$ cat src/rtl/audio_pkg.sv
// Shared constants and FSM encoding for the audio gain/multiplier scheduler.
package audio_pkg;

   localparam int AUDIO_DW    = 18;
   localparam int AUDIO_KW    = 4;
   localparam int AUDIO_SHIFT = 3;

   // One sample walks the states in declaration order and then returns to IDLE.
   typedef enum logic [2:0] {
      IDLE,
      START_S,
      WAIT_S,
      START_D,
      WAIT_D,
      DONE
   } sched_state_t;

endpackage

$ cat src/rtl/gain_mult_scheduler.sv
// Scales (L+R)/2 by Ks and (L-R)/2 by Kd using one shared external
// multiplier, sum channel first, then difference channel, once per sample.
//
// Handshake with the multiplier: mult_start is a one-cycle request issued in a
// START state with mult_A/mult_B already valid; the operands stay stable through
// the following WAIT state, which first sees mult_ready low (busy) and then
// completes on the first cycle mult_ready is high again, sampling mult_R there.
module gain_mult_scheduler
   import audio_pkg::*;
#(
   parameter int DW    = AUDIO_DW,
   parameter int KW    = AUDIO_KW,
   parameter int SHIFT = AUDIO_SHIFT
) (
   input  logic                   clock,
   input  logic                   reset,
   input  logic                   clken_48,
   input  logic signed [DW-1:0]   LEFT,
   input  logic signed [DW-1:0]   RIGHT,
   input  logic [KW-1:0]          Ks,
   input  logic [KW-1:0]          Kd,
   output logic                   mult_start,
   output logic signed [DW-1:0]   mult_A,
   output logic signed [KW:0]     mult_B,
   input  logic                   mult_ready,
   input  logic signed [DW+KW:0]  mult_R,
   output logic signed [DW-1:0]   LI_in_LpR,
   output logic signed [DW-1:0]   LI_in_LmR,
   output logic                   out_valid,
   output logic                   overrun
);

   sched_state_t state, next_state;

   logic signed [DW-1:0] l_q, r_q;
   logic [KW-1:0]        ks_q, kd_q;
   logic                 busy_seen;
   logic signed [DW-1:0] hold_s, hold_d;
   logic signed [DW:0]   sum_full, diff_full;
   logic signed [DW-1:0] sum_half, diff_half;
   logic signed [DW-1:0] prod_scaled;
   logic                 wait_exit;

   // Operands are formed one bit wider so the halving never overflows.
   assign sum_full    = {l_q[DW-1], l_q} + {r_q[DW-1], r_q};
   assign diff_full   = {l_q[DW-1], l_q} - {r_q[DW-1], r_q};
   assign sum_half    = DW'(sum_full >>> 1);
   assign diff_half   = DW'(diff_full >>> 1);
   assign prod_scaled = DW'(mult_R >>> SHIFT);
   assign wait_exit   = busy_seen & mult_ready;

   // State register.
   always_ff @(posedge clock) begin
      if (reset) begin
         state <= IDLE;
      end else begin
         state <= next_state;
      end
   end

   // Next state, multiplier request/operands and the overrun pulse.
   always_comb begin
      next_state = state;
      mult_start = 1'b0;
      mult_A     = '0;
      mult_B     = '0;
      overrun    = 1'b0;
      case (state)
         IDLE: begin
            if (clken_48) next_state = START_S;
         end
         START_S: begin
            mult_start = 1'b1;
            mult_A     = sum_half;
            mult_B     = {1'b0, ks_q};
            next_state = WAIT_S;
         end
         WAIT_S: begin
            mult_A = sum_half;
            mult_B = {1'b0, ks_q};
            if (wait_exit) next_state = START_D;
         end
         START_D: begin
            mult_start = 1'b1;
            mult_A     = diff_half;
            mult_B     = {1'b0, kd_q};
            next_state = WAIT_D;
         end
         WAIT_D: begin
            mult_A = diff_half;
            mult_B = {1'b0, kd_q};
            if (wait_exit) next_state = DONE;
         end
         DONE: begin
            next_state = IDLE;
         end
         default: begin
            next_state = IDLE;
         end
      endcase
      // A strobe outside IDLE is dropped; flag it in the same cycle.
      if (clken_48 && (state != IDLE)) overrun = 1'b1;
      if (reset) begin
         next_state = IDLE;
         mult_start = 1'b0;
         mult_A     = '0;
         mult_B     = '0;
         overrun    = 1'b0;
      end
   end

   // Sample capture, product holding registers and the output update.
   always_ff @(posedge clock) begin
      if (reset) begin
         l_q       <= '0;
         r_q       <= '0;
         ks_q      <= '0;
         kd_q      <= '0;
         busy_seen <= 1'b0;
         hold_s    <= '0;
         hold_d    <= '0;
         LI_in_LpR <= '0;
         LI_in_LmR <= '0;
         out_valid <= 1'b0;
      end else begin
         out_valid <= 1'b0;
         case (state)
            IDLE: begin
               if (clken_48) begin
                  l_q  <= LEFT;
                  r_q  <= RIGHT;
                  ks_q <= Ks;
                  kd_q <= Kd;
               end
            end
            WAIT_S, WAIT_D: begin
               if (!mult_ready) begin
                  busy_seen <= 1'b1;
               end else if (busy_seen) begin
                  busy_seen <= 1'b0;
                  if (state == WAIT_S) hold_s <= prod_scaled;
                  else                 hold_d <= prod_scaled;
               end
            end
            DONE: begin
               LI_in_LpR <= hold_s;
               LI_in_LmR <= hold_d;
               out_valid <= 1'b1;
            end
            default: begin
            end
         endcase
      end
   end

endmodule
$ cat config.mk
export PLATFORM = sky130hd
export DESIGN_NAME = gain_mult_scheduler
export DESIGN_NICKNAME = d
export VERILOG_FILES = /design/src/rtl/audio_pkg.sv /design/src/rtl/gain_mult_scheduler.sv
export SDC_FILE = /design/constraint.sdc
export NUM_CORES = 1
export LEC_CHECK = 0
export BUFFER_PORTS_ARGS = -buffer_cell sky130_fd_sc_hd__buf_4
export CAP_MARGIN = 10
export CORE_MARGIN = 2
export CORE_UTILIZATION = 54
export DETAILED_ROUTE_END_ITERATION = 12
export PLACE_DENSITY = 0.85
export SLEW_MARGIN = 20
export SYNTH_ARGS = -nofsm -noshare
export SYNTH_HDL_FRONTEND = slang
export SYNTH_SLANG_ARGS = --single-unit
$ cat constraint.sdc
create_clock -name clock -period 5.35 [get_ports clock]
set_input_delay 0.535 -clock clock [delete_from_list [all_inputs] [get_ports clock]]
set_output_delay 0.535 -clock clock [all_outputs]
set_load 0.05 [all_outputs]
==> impl_metrics.env, run 1 <==
export IMPL_outcome="completed"
export IMPL_routed_via_density=5.36
export IMPL_worst_path_stages=12
export IMPL_rr_endpoint="l_q[10]$_SDFFE_PP0P_"
export IMPL_grt_first_pass_wirelength_um=23500
export IMPL_gp_congestion=0.926
export IMPL_setup_violations=0
export IMPL_final_common_cell="nand2_1"
export IMPL_async_flop_share_pct=0
export IMPL_synth_avg_cell_area_um2=7.53
export IMPL_wl_met2_um=6890
export IMPL_reg2reg_from="state[2]$_SDFFE_PP0P_"
export IMPL_synth_top_area_share_pct=42.4
export IMPL_postSynthCellCount=759
export IMPL_via_count=5454
export IMPL_synthFlopType="dfxtp_1"
export IMPL_p_leak_nw=2.97
export IMPL_reg2reg_slack_ns=3.00
export IMPL_rows=37
export IMPL_skew_ns=0.0103
export IMPL_clk_latency_ns=0.51
export IMPL_cp_arrival_ns=4.48
export IMPL_power_density_nw_per_um2=362
export IMPL_initial_core_util_pct=55.4
export IMPL_syn_nets=849
export IMPL_cp_start_kind="register"
export IMPL_crit_path_cell_trace="or4_4 > or2_1 > or3_4 > o21ai_0 > xor2_1 > ha_1 > and3_1 > nand3_1 > or4b_2 > o211ai_1 > mux2i_1 > buf_4"
export IMPL_tns_ns=0
export IMPL_ys_types=56
export IMPL_drive_above_1_share_pct=21.1
export IMPL_path_delay_family="simple AND/OR/NAND/NOR gates"
export IMPL_ys_seq_area_share_pct=42.4
export IMPL_crit_path_max_incr_delay_ns=0.66
export IMPL_timing_hold_ws_ns=0.266
export IMPL_rr_worst_depth=6
export IMPL_cts_resized=0
export IMPL_synth_area_um2=5720
export IMPL_die_h_um=107
export IMPL_numClockSinks=121
export IMPL_route_detailed_drc=0
export IMPL_io_pins=133
export IMPL_fmax_ghz=0.200
export IMPL_dp_hpwl_um=9810
export IMPL_cts_tree="built"
export IMPL_worstSetupEndpoint="mult_A[16]"
export IMPL_wl_met1_um=6190
export IMPL_drtPass1Iterations=7
export IMPL_clkTransAtPathRegs_ns=0.06
export IMPL_design_core_area_um2=10300
export IMPL_ys_seq_elements=121
export IMPL_crit_required_ns=4.82
export IMPL_cp_end_kind="output pin"
export IMPL_wl_per_cell_um=14.0
export IMPL_peakVddDrop_mv=0.212
export IMPL_min_period_ns=5.01
export IMPL_grt_overflow=0
export IMPL_die_area_um2=11400
export IMPL_slew_violations=0
export IMPL_slew_headroom_pct=34.2
export IMPL_crit_start="r_q[4]$_SDFFE_PP0P_"
export IMPL_yosysWarnings=0
export IMPL_path_max_fanout=6
export IMPL_postCtsSetupBuffers=0
export IMPL_layout_common_cells="nand2_1, a21oi_1, buf_4"
export IMPL_num_antenna_cells=0
export IMPL_cp_slowest_cell="or4b_2"
export IMPL_hp_class="in -> reg"
export IMPL_cts_root_buf="clkbuf_8"
export IMPL_ctsHoldBuffers=0
export IMPL_antenna_found_initial=0
export IMPL_grt_max_degree=78
export IMPL_detail_route_antenna_nets=0
export IMPL_drt_first_iter_violations=266
export IMPL_wl_um=14300
export IMPL_final_hold_viol_count=0
export IMPL_rsz0062_at_grt="false"
export IMPL_cts_buffer_depth=2
export IMPL_max_cap_violations=0
export IMPL_htree_levels=4
export IMPL_wl_met3_um=841
export IMPL_period_share_pct=93.7
export IMPL_top_layer_used="met4"
export IMPL_synth_edf_count=0
export IMPL_nets=959
export IMPL_grt_usage_pct=25.6
export IMPL_syn_to_final_growth_pct=27.8
export IMPL_yosys_area_top_type="dfxtp_1"
export IMPL_tightest_slew_ns=0.982
export IMPL_worst_path_buf_inv=1
export IMPL_crit_type="reg -> out"
export IMPL_grt_pass1_vias=5103
export IMPL_die_width_um=107
export IMPL_numCtsBuffers=17
export IMPL_portBuffers=126
export IMPL_synth_area_leaders="dfxtp_1, nand2_1, a21oi_1, ha_1, xor2_1"
-- state kept, by name, summed over array words and instances (netlist names) --
signal / count
ks_q: 4
state: 3
l_q: 18
LI_in_LmR: 18
hold_s: 18
LI_in_LpR: 18
kd_q: 4
r_q: 18
out_valid: 1
hold_d: 18
busy_seen: 1
-- metrics by stage --
step	setup WS (ns)	power [W]	cell area (µm²)	utilization, %	instances
3_5_place_dp	0.739	0.00159	6740	65.3	986
4_1_cts	0.142	0.00265	7300	70.7	1018
3_3_place_gp	0.788	0.00158	6740	65.3	986
5_1_grt	0.117	0.00277	7300	70.7	1018
2_1_floorplan	0.556	0.00143	5720	-	759
6_report	0.338	0.00264	7300	70.7	1018
-- synth_stat cells (3+ instances only) --
cell,n
and3_1,3
a22oi_1,3
mux2_2,3
xnor2_1,8
a21oi_1,139
nor2_1,28
inv_1,10
o21a_1,3
or2_2,3
and2_1,3
xor2_1,19
o21ai_0,19
or3b_2,3
dfxtp_1,121
o211ai_1,3
clkbuf_1,38
o31ai_1,5
nand2_1,251
a21boi_0,3
nand3_1,4
nand2b_1,7
nor3_1,14
nor3b_1,6
ha_1,18
a21o_1,6
-- worst register-to-register path, stage by stage, from the launching register on --
cell and delay [ns]:
dfxtp_1 0.34, buf_4 0.20, nor3_1 0.42, and2_1 0.66, buf_4 0.40, nand2_1 0.13, a21oi_1 0.13
-- layer usage --
| metal | track usage [%] | vias up |
|---|---|---|
| met5 | 0 | - |
| met1 | 31.4 | 2506 |
| met2 | 43.3 | 152 |
| met3 | 6.26 | 25 |
| li1 | - | 2771 |
| met4 | 10.1 | 0 |
-- final cells by class --
class	count	area [µm²]
clock buffer	17	414
timing repair buffer	134	1010
multi-input combinational	585	3110
tap	136	170
sequential	121	2420
fill	842	3020
inverter	10	37.5
clock inverter	15	148
-- how the worst min path moves through the flow --
stage,from,endpoint,slack (ns),depth (start not counted)
after global placement,hold_d[5]$_SDFFE_PP0P_,LI_in_LmR[5]$_SDFFE_PP0P_,0.44,2
final,mult_ready,busy_seen$_SDFFE_PP0P_,0.27,2
after global routing,mult_ready,busy_seen$_SDFFE_PP0P_,0.26,2
after floorplan,l_q[0]$_SDFFE_PP0P_,l_q[0]$_SDFFE_PP0P_,0.43,2
after detailed placement,hold_d[0]$_SDFFE_PP0P_,LI_in_LmR[0]$_SDFFE_PP0P_,0.44,2
after CTS,mult_ready,busy_seen$_SDFFE_PP0P_,0.25,2
-- kinds of logic (layout without fill, tap and decap cells) --
group	Yosys count	count (layout)	synth area share, %
flip-flops	121	121	42.4
buffers and inverters	53	176	3.59
AO/OA/AOI/OAI	195	195	19.3
other	1	1	0.0656
AND/OR/NAND/NOR	338	338	25.3
adder cells (fa/ha/maj)	19	19	4.29
XOR/XNOR	27	27	4.14
multiplexers	5	5	0.941
-- power breakdown --
| group | internal [W] | total [W] | leakage (nW) | switching, W |
|---|---|---|---|---|
| Sequential | 0.000931 | 0.000961 | 0.982 | 0.0000296 |
| Combinational | 0.000245 | 0.000616 | 1.72 | 0.000371 |
| Clock | 0.000596 | 0.00106 | 0.269 | 0.000467 |
| Total | 0.00177 | 0.00264 | 2.97 | 0.000868 |
No activity file was read; power rests on OpenSTA's default activity.
==> run 2, diff against run 1 <==
- BUFFER_PORTS_ARGS: -buffer_cell sky130_fd_sc_hd__buf_4 -> -buffer_cell sky130_fd_sc_hd__buf_2
- PLACE_DENSITY: 0.85 -> 0.8
==> run 2 against run 1 <==
Effect of this change: worst hold slack worse by 0.013 ns; critical path depth up 1; core utilization down 2.5 points; critical endpoint unchanged; highest routed layer unchanged.
==> impl_metrics.env, run 2 (same netlist as run 1, synthesis figures left out) <==
export IMPL_numCtsBuffers=17
export IMPL_wl_um=14700
export IMPL_rr_worst_depth=6
export IMPL_crit_start="state[1]$_SDFFE_PP0P_"
export IMPL_power_density_nw_per_um2=389
export IMPL_cts_tree="built"
export IMPL_max_cap_violations=0
export IMPL_final_common_cell="nand2_1"
export IMPL_crit_required_ns=4.82
export IMPL_detail_route_antenna_nets=0
export IMPL_syn_to_final_growth_pct=23.2
export IMPL_cp_start_kind="register"
export IMPL_crit_type="reg -> out"
export IMPL_die_area_um2=11400
export IMPL_numClockSinks=121
export IMPL_num_antenna_cells=0
export IMPL_routed_via_density=5.43
export IMPL_worstSetupEndpoint="mult_A[16]"
export IMPL_htree_levels=4
export IMPL_power_switching_w=0.000830
export IMPL_grt_max_degree=107
export IMPL_grt_pass1_vias=5292
export IMPL_sw_frac_of_total_pct=30.3
export IMPL_slew_violations=0
export IMPL_drt_first_iter_violations=356
export IMPL_cts_root_buf="clkbuf_8"
export IMPL_tns_ns=0
export IMPL_wl_per_cell_um=14.5
export IMPL_cts_buffer_depth=2
export IMPL_p_int_w=0.00191
export IMPL_dp_hpwl_um=10100
export IMPL_antenna_found_initial=0
export IMPL_route_detailed_drc=0
export IMPL_gp_congestion=0.925
export IMPL_timing_hold_ws_ns=0.254
export IMPL_initial_core_util_pct=55.4
export IMPL_rr_endpoint="l_q[1]$_SDFFE_PP0P_"
export IMPL_reg2reg_from="state[2]$_SDFFE_PP0P_"
export IMPL_clkTransAtPathRegs_ns=0.06
export IMPL_layout_common_cells="nand2_1, a21oi_1, buf_2"
export IMPL_setup_violations=0
export IMPL_nets=960
export IMPL_reg2reg_slack_ns=3.13
export IMPL_drtPass1Iterations=7
export IMPL_die_width_um=107
export IMPL_period_share_pct=94.9
export IMPL_cp_end_kind="output pin"
export IMPL_grt_usage_pct=26.6
export IMPL_fmax_ghz=0.197
export IMPL_skew_ns=0.00742
export IMPL_drive_above_1_share_pct=21.0
export IMPL_pwr_share_seq_pct=35.0
export IMPL_slew_headroom_pct=30.7
export IMPL_die_h_um=107
export IMPL_ctsHoldBuffers=0
export IMPL_rsz0062_at_grt="false"
export IMPL_design_core_area_um2=10300
export IMPL_fillCellCount=865
export IMPL_postCtsSetupBuffers=0
export IMPL_hp_class="in -> reg"
export IMPL_outcome="completed"
export IMPL_grt_first_pass_wirelength_um=24300
export IMPL_io_pins=133
export IMPL_min_period_ns=5.08
export IMPL_p_comb_share_pct=22.1
export IMPL_cp_arrival_ns=4.54
export IMPL_via_count=5525
export IMPL_grt_overflow=0
export IMPL_rows=37
export IMPL_clk_latency_ns=0.52
export IMPL_path_max_fanout=18
export IMPL_portBuffers=126
export IMPL_tightest_slew_ns=1.04
export IMPL_p_leak_nw=2.96
export IMPL_peakVddDrop_mv=0.227
export IMPL_pwr_share_clk_pct=42.9
export IMPL_final_hold_viol_count=0
export IMPL_post_route_util_pct=68.2
export IMPL_cts_resized=0
[run 2: changes by cell type in the layout (fill, tap and decap cells not counted), sizes merged]
| cell | delta |
|---|---|
| buf | +1 |
| inv | -8 |
| clkinvlp | -3 |
| bufinv | +4 |
| clkinv | +6 |
[run 2: metrics by stage]
stage               setup WS [ns]  power (W)  cell area (µm²)  std cells
floorplan                   0.556    0.00143             5720        759
global placement            0.871    0.00155             6430        987
detailed placement          0.871    0.00157             6430        987
CTS                         0.252    0.00275             7050       1018
global route               0.0109    0.00286             7050       1018
finish                      0.271    0.00274             7050       1018
[run 2: final cells by class]
type / count / area (µm²) / share of cell area [%]
tap: 136 / 170 / 2.42
sequential: 121 / 2420 / 34.4
inverter: 10 / 37.5 / 0.533
timing repair buffer: 135 / 701 / 9.94
multi-input combinational: 585 / 3100 / 44.1
clock buffer: 17 / 414 / 5.88
clock inverter: 14 / 196 / 2.79
[run 2: worst max-delay path: stages, from the launching register on]
cell and delay (ns):
dfxtp_1 0.30, buf_4 0.19, or3b_2 0.53, and2_1 0.37, o41ai_1 0.18, xor2_1 0.15, ha_1 0.42, nand2_1 0.09
o211ai_1 0.15, o21ba_2 0.21, or4b_2 0.72, o211ai_1 0.24, mux2i_1 0.20, buf_2 0.27
[run 2: routing by layer]
| metal | wire length, µm | global-route usage, % | share of wire [%] |
|---|---|---|---|
| met1 | 6760 | 34.6 | 46 |
| met3 | 904 | 7.78 | 6.1 |
| met2 | 6710 | 42.1 | 46 |
| met4 | 342 | 9.55 | 2.3 |
| met5 | 0 | 0 | 0 |
[run 2: worst min-delay path by stage]
| stage | from | end | slack, ns | depth (start not counted) |
|---|---|---|---|---|
| floorplan | l_q[0]$_SDFFE_PP0P_ | l_q[0]$_SDFFE_PP0P_ | 0.43 | 2 |
| global placement | hold_d[16]$_SDFFE_PP0P_ | LI_in_LmR[16]$_SDFFE_PP0P_ | 0.44 | 2 |
| detailed placement | LI_in_LmR[3]$_SDFFE_PP0P_ | LI_in_LmR[3]$_SDFFE_PP0P_ | 0.44 | 2 |
| CTS | LEFT[11] | l_q[11]$_SDFFE_PP0P_ | 0.24 | 3 |
| global route | LEFT[15] | l_q[15]$_SDFFE_PP0P_ | 0.24 | 3 |
| finish | LEFT[11] | l_q[11]$_SDFFE_PP0P_ | 0.25 | 3 |
[run 2: power by group through the flow]
stage	registers [W]	clock network (W)	logic (W)
floorplan	0.000971	0	0.000459
global placement	0.000976	0	0.000578
detailed placement	0.000979	0	0.000596
CTS	0.000959	0.00119	0.000600
global route	0.000964	0.00124	0.000664
finish	0.000960	0.00118	0.000605
==> run 3, diff against run 2 <==
- RECOVER_POWER: default -> 50
==> run 3 against run 2 <==
Effect of this change: the run now ends with max-capacitance violations, max-slew violations left; non-clock buffer count unchanged; critical path depth unchanged; maximum frequency decreased by 0.15%.
==> impl_metrics.env, run 3 (same netlist as run 1, synthesis figures left out) <==
export IMPL_outcome="finished, violations left"
export IMPL_failed_checks="max-capacitance violations, max-slew violations"
export IMPL_route_detailed_drc=0
export IMPL_power_switching_w=0.000830
export IMPL_cp_arrival_ns=4.55
export IMPL_final_hold_viol_count=0
export IMPL_drive_above_1_share_pct=16.4
export IMPL_crit_start="state[1]$_SDFFE_PP0P_"
export IMPL_sw_frac_of_total_pct=30.3
export IMPL_dp_hpwl_um=10100
export IMPL_min_period_ns=5.09
export IMPL_layout_common_cells="nand2_1, a21oi_1, dfxtp_1"
export IMPL_initial_core_util_pct=55.4
export IMPL_period_share_pct=95.1
export IMPL_wl_per_cell_um=14.5
export IMPL_cp_end_kind="output pin"
export IMPL_p_leak_nw=2.79
export IMPL_grt_pass1_vias=5292
export IMPL_die_width_um=107
export IMPL_gp_congestion=0.925
export IMPL_num_antenna_cells=0
export IMPL_syn_to_final_growth_pct=22.0
export IMPL_drtPass1Iterations=5
export IMPL_cts_resized=0
export IMPL_path_max_fanout=18
export IMPL_cts_tree="built"
export IMPL_skew_ns=0.00638
export IMPL_antenna_found_initial=0
export IMPL_cts_root_buf="clkbuf_8"
export IMPL_htree_levels=4
export IMPL_grt_first_pass_wirelength_um=24300
export IMPL_portBuffers=126
export IMPL_grt_max_degree=107
export IMPL_final_common_cell="nand2_1"
export IMPL_power_density_nw_per_um2=393
export IMPL_crit_required_ns=4.82
export IMPL_postCtsSetupBuffers=0
export IMPL_rows=37
export IMPL_reg2reg_slack_ns=1.69
export IMPL_via_count=5533
export IMPL_tns_ns=0
export IMPL_fmax_ghz=0.197
export IMPL_p_int_w=0.00191
export IMPL_die_h_um=107
export IMPL_slew_headroom_pct=-113
export IMPL_routed_via_density=5.44
export IMPL_pwr_share_seq_pct=35.0
export IMPL_numCtsBuffers=17
export IMPL_rr_worst_depth=4
export IMPL_tightest_slew_ns=3.15
export IMPL_rsz0062_at_grt="false"
export IMPL_clkTransAtPathRegs_ns=0.06
export IMPL_drt_first_iter_violations=400
export IMPL_detail_route_antenna_nets=0
export IMPL_nets=960
export IMPL_fin_area_um2=6980
export IMPL_place_area_um2=6430
export IMPL_hold_start="LEFT[11]"
export IMPL_numClockSinks=121
export IMPL_cp_start_kind="register"
export IMPL_clk_latency_ns=0.51
export IMPL_wl_um=14700
export IMPL_io_pins=133
export IMPL_rr_endpoint="hold_s[16]$_SDFFE_PP0P_"
export IMPL_grt_usage_pct=26.6
export IMPL_slew_violations=57
export IMPL_worstSetupEndpoint="mult_A[16]"
export IMPL_crit_type="reg -> out"
export IMPL_p_comb_share_pct=22.0
export IMPL_peakVddDrop_mv=0.229
export IMPL_design_core_area_um2=10300
export IMPL_ctsHoldBuffers=0
export IMPL_fillCellCount=895
export IMPL_pwr_share_clk_pct=43.0
export IMPL_setup_violations=0
export IMPL_die_area_um2=11400
export IMPL_hp_class="in -> reg"
export IMPL_max_cap_violations=2
export IMPL_reg2reg_from="state[2]$_SDFFE_PP0P_"
export IMPL_cts_buffer_depth=2
export IMPL_grt_overflow=0
==> run 3: worst min path at each step <==
stage                                  to  slack, ns  cells after the start
3_3_place_gp   LI_in_LmR[16]$_SDFFE_PP0P_       0.44                      2
2_1_floorplan         l_q[0]$_SDFFE_PP0P_       0.43                      2
6_report             l_q[11]$_SDFFE_PP0P_       0.26                      3
4_1_cts              l_q[11]$_SDFFE_PP0P_       0.24                      3
3_5_place_dp    LI_in_LmR[3]$_SDFFE_PP0P_       0.44                      2
5_1_grt              l_q[15]$_SDFFE_PP0P_       0.24                      3
==> run 3: final cells by class <==
type / count / area, µm² / area share, %
Inverter: 10 / 37.5 / 0.538
Clock inverter: 14 / 196 / 2.82
Clock buffer: 17 / 414 / 5.94
Tap cell: 136 / 170 / 2.44
Multi-Input combinational cell: 585 / 3090 / 44.3
Timing Repair Buffer: 135 / 647 / 9.27
Sequential cell: 121 / 2420 / 34.7
==> run 3: critical path, stage by stage, from the launching register on <==
cell      delay, ns
dfxtp_1        0.30
buf_4          0.19
or3b_2         0.53
and2_1         0.37
o41ai_1        0.18
xor2_1         0.15
ha_1           0.42
nand2_1        0.09
o211ai_1       0.16
o21ba_2        0.21
or4b_2         0.72
o211ai_1       0.24
mux2i_1        0.20
buf_2          0.27
==> run 3: metrics by stage <==
| stage | hold slack, ns | std cells | setup WS (ns) | total power, W | utilization, % |
|---|---|---|---|---|---|
| 2_1_floorplan | 0.431 | 759 | 0.556 | 0.00143 | - |
| 3_3_place_gp | 0.440 | 987 | 0.871 | 0.00155 | 62.3 |
| 3_5_place_dp | 0.445 | 987 | 0.871 | 0.00157 | 62.3 |
| 4_1_cts | 0.238 | 1018 | 0.252 | 0.00275 | 68.2 |
| 5_1_grt | 0.242 | 1018 | 0.0125 | 0.00286 | 67.6 |
| 6_report | 0.257 | 1018 | 0.264 | 0.00274 | 67.6 |
==> run 3: per-layer routing <==
metal,vias up,GRT usage (%),routed length (µm)
met3,31,7.78,834
li1,2785,-,-
met2,176,42.1,6800
met1,2541,34.6,6810
met5,-,0,0
met4,0,9.55,300
==> run 3: power groups by stage <==
stage	sequential, W	combinational (W)	clock (W)
after global routing	0.000964	0.000662	0.00124
after detailed placement	0.000979	0.000596	0
after CTS	0.000959	0.000600	0.00119
after global placement	0.000976	0.000578	0
final	0.000960	0.000604	0.00118
after floorplan	0.000971	0.000459	0
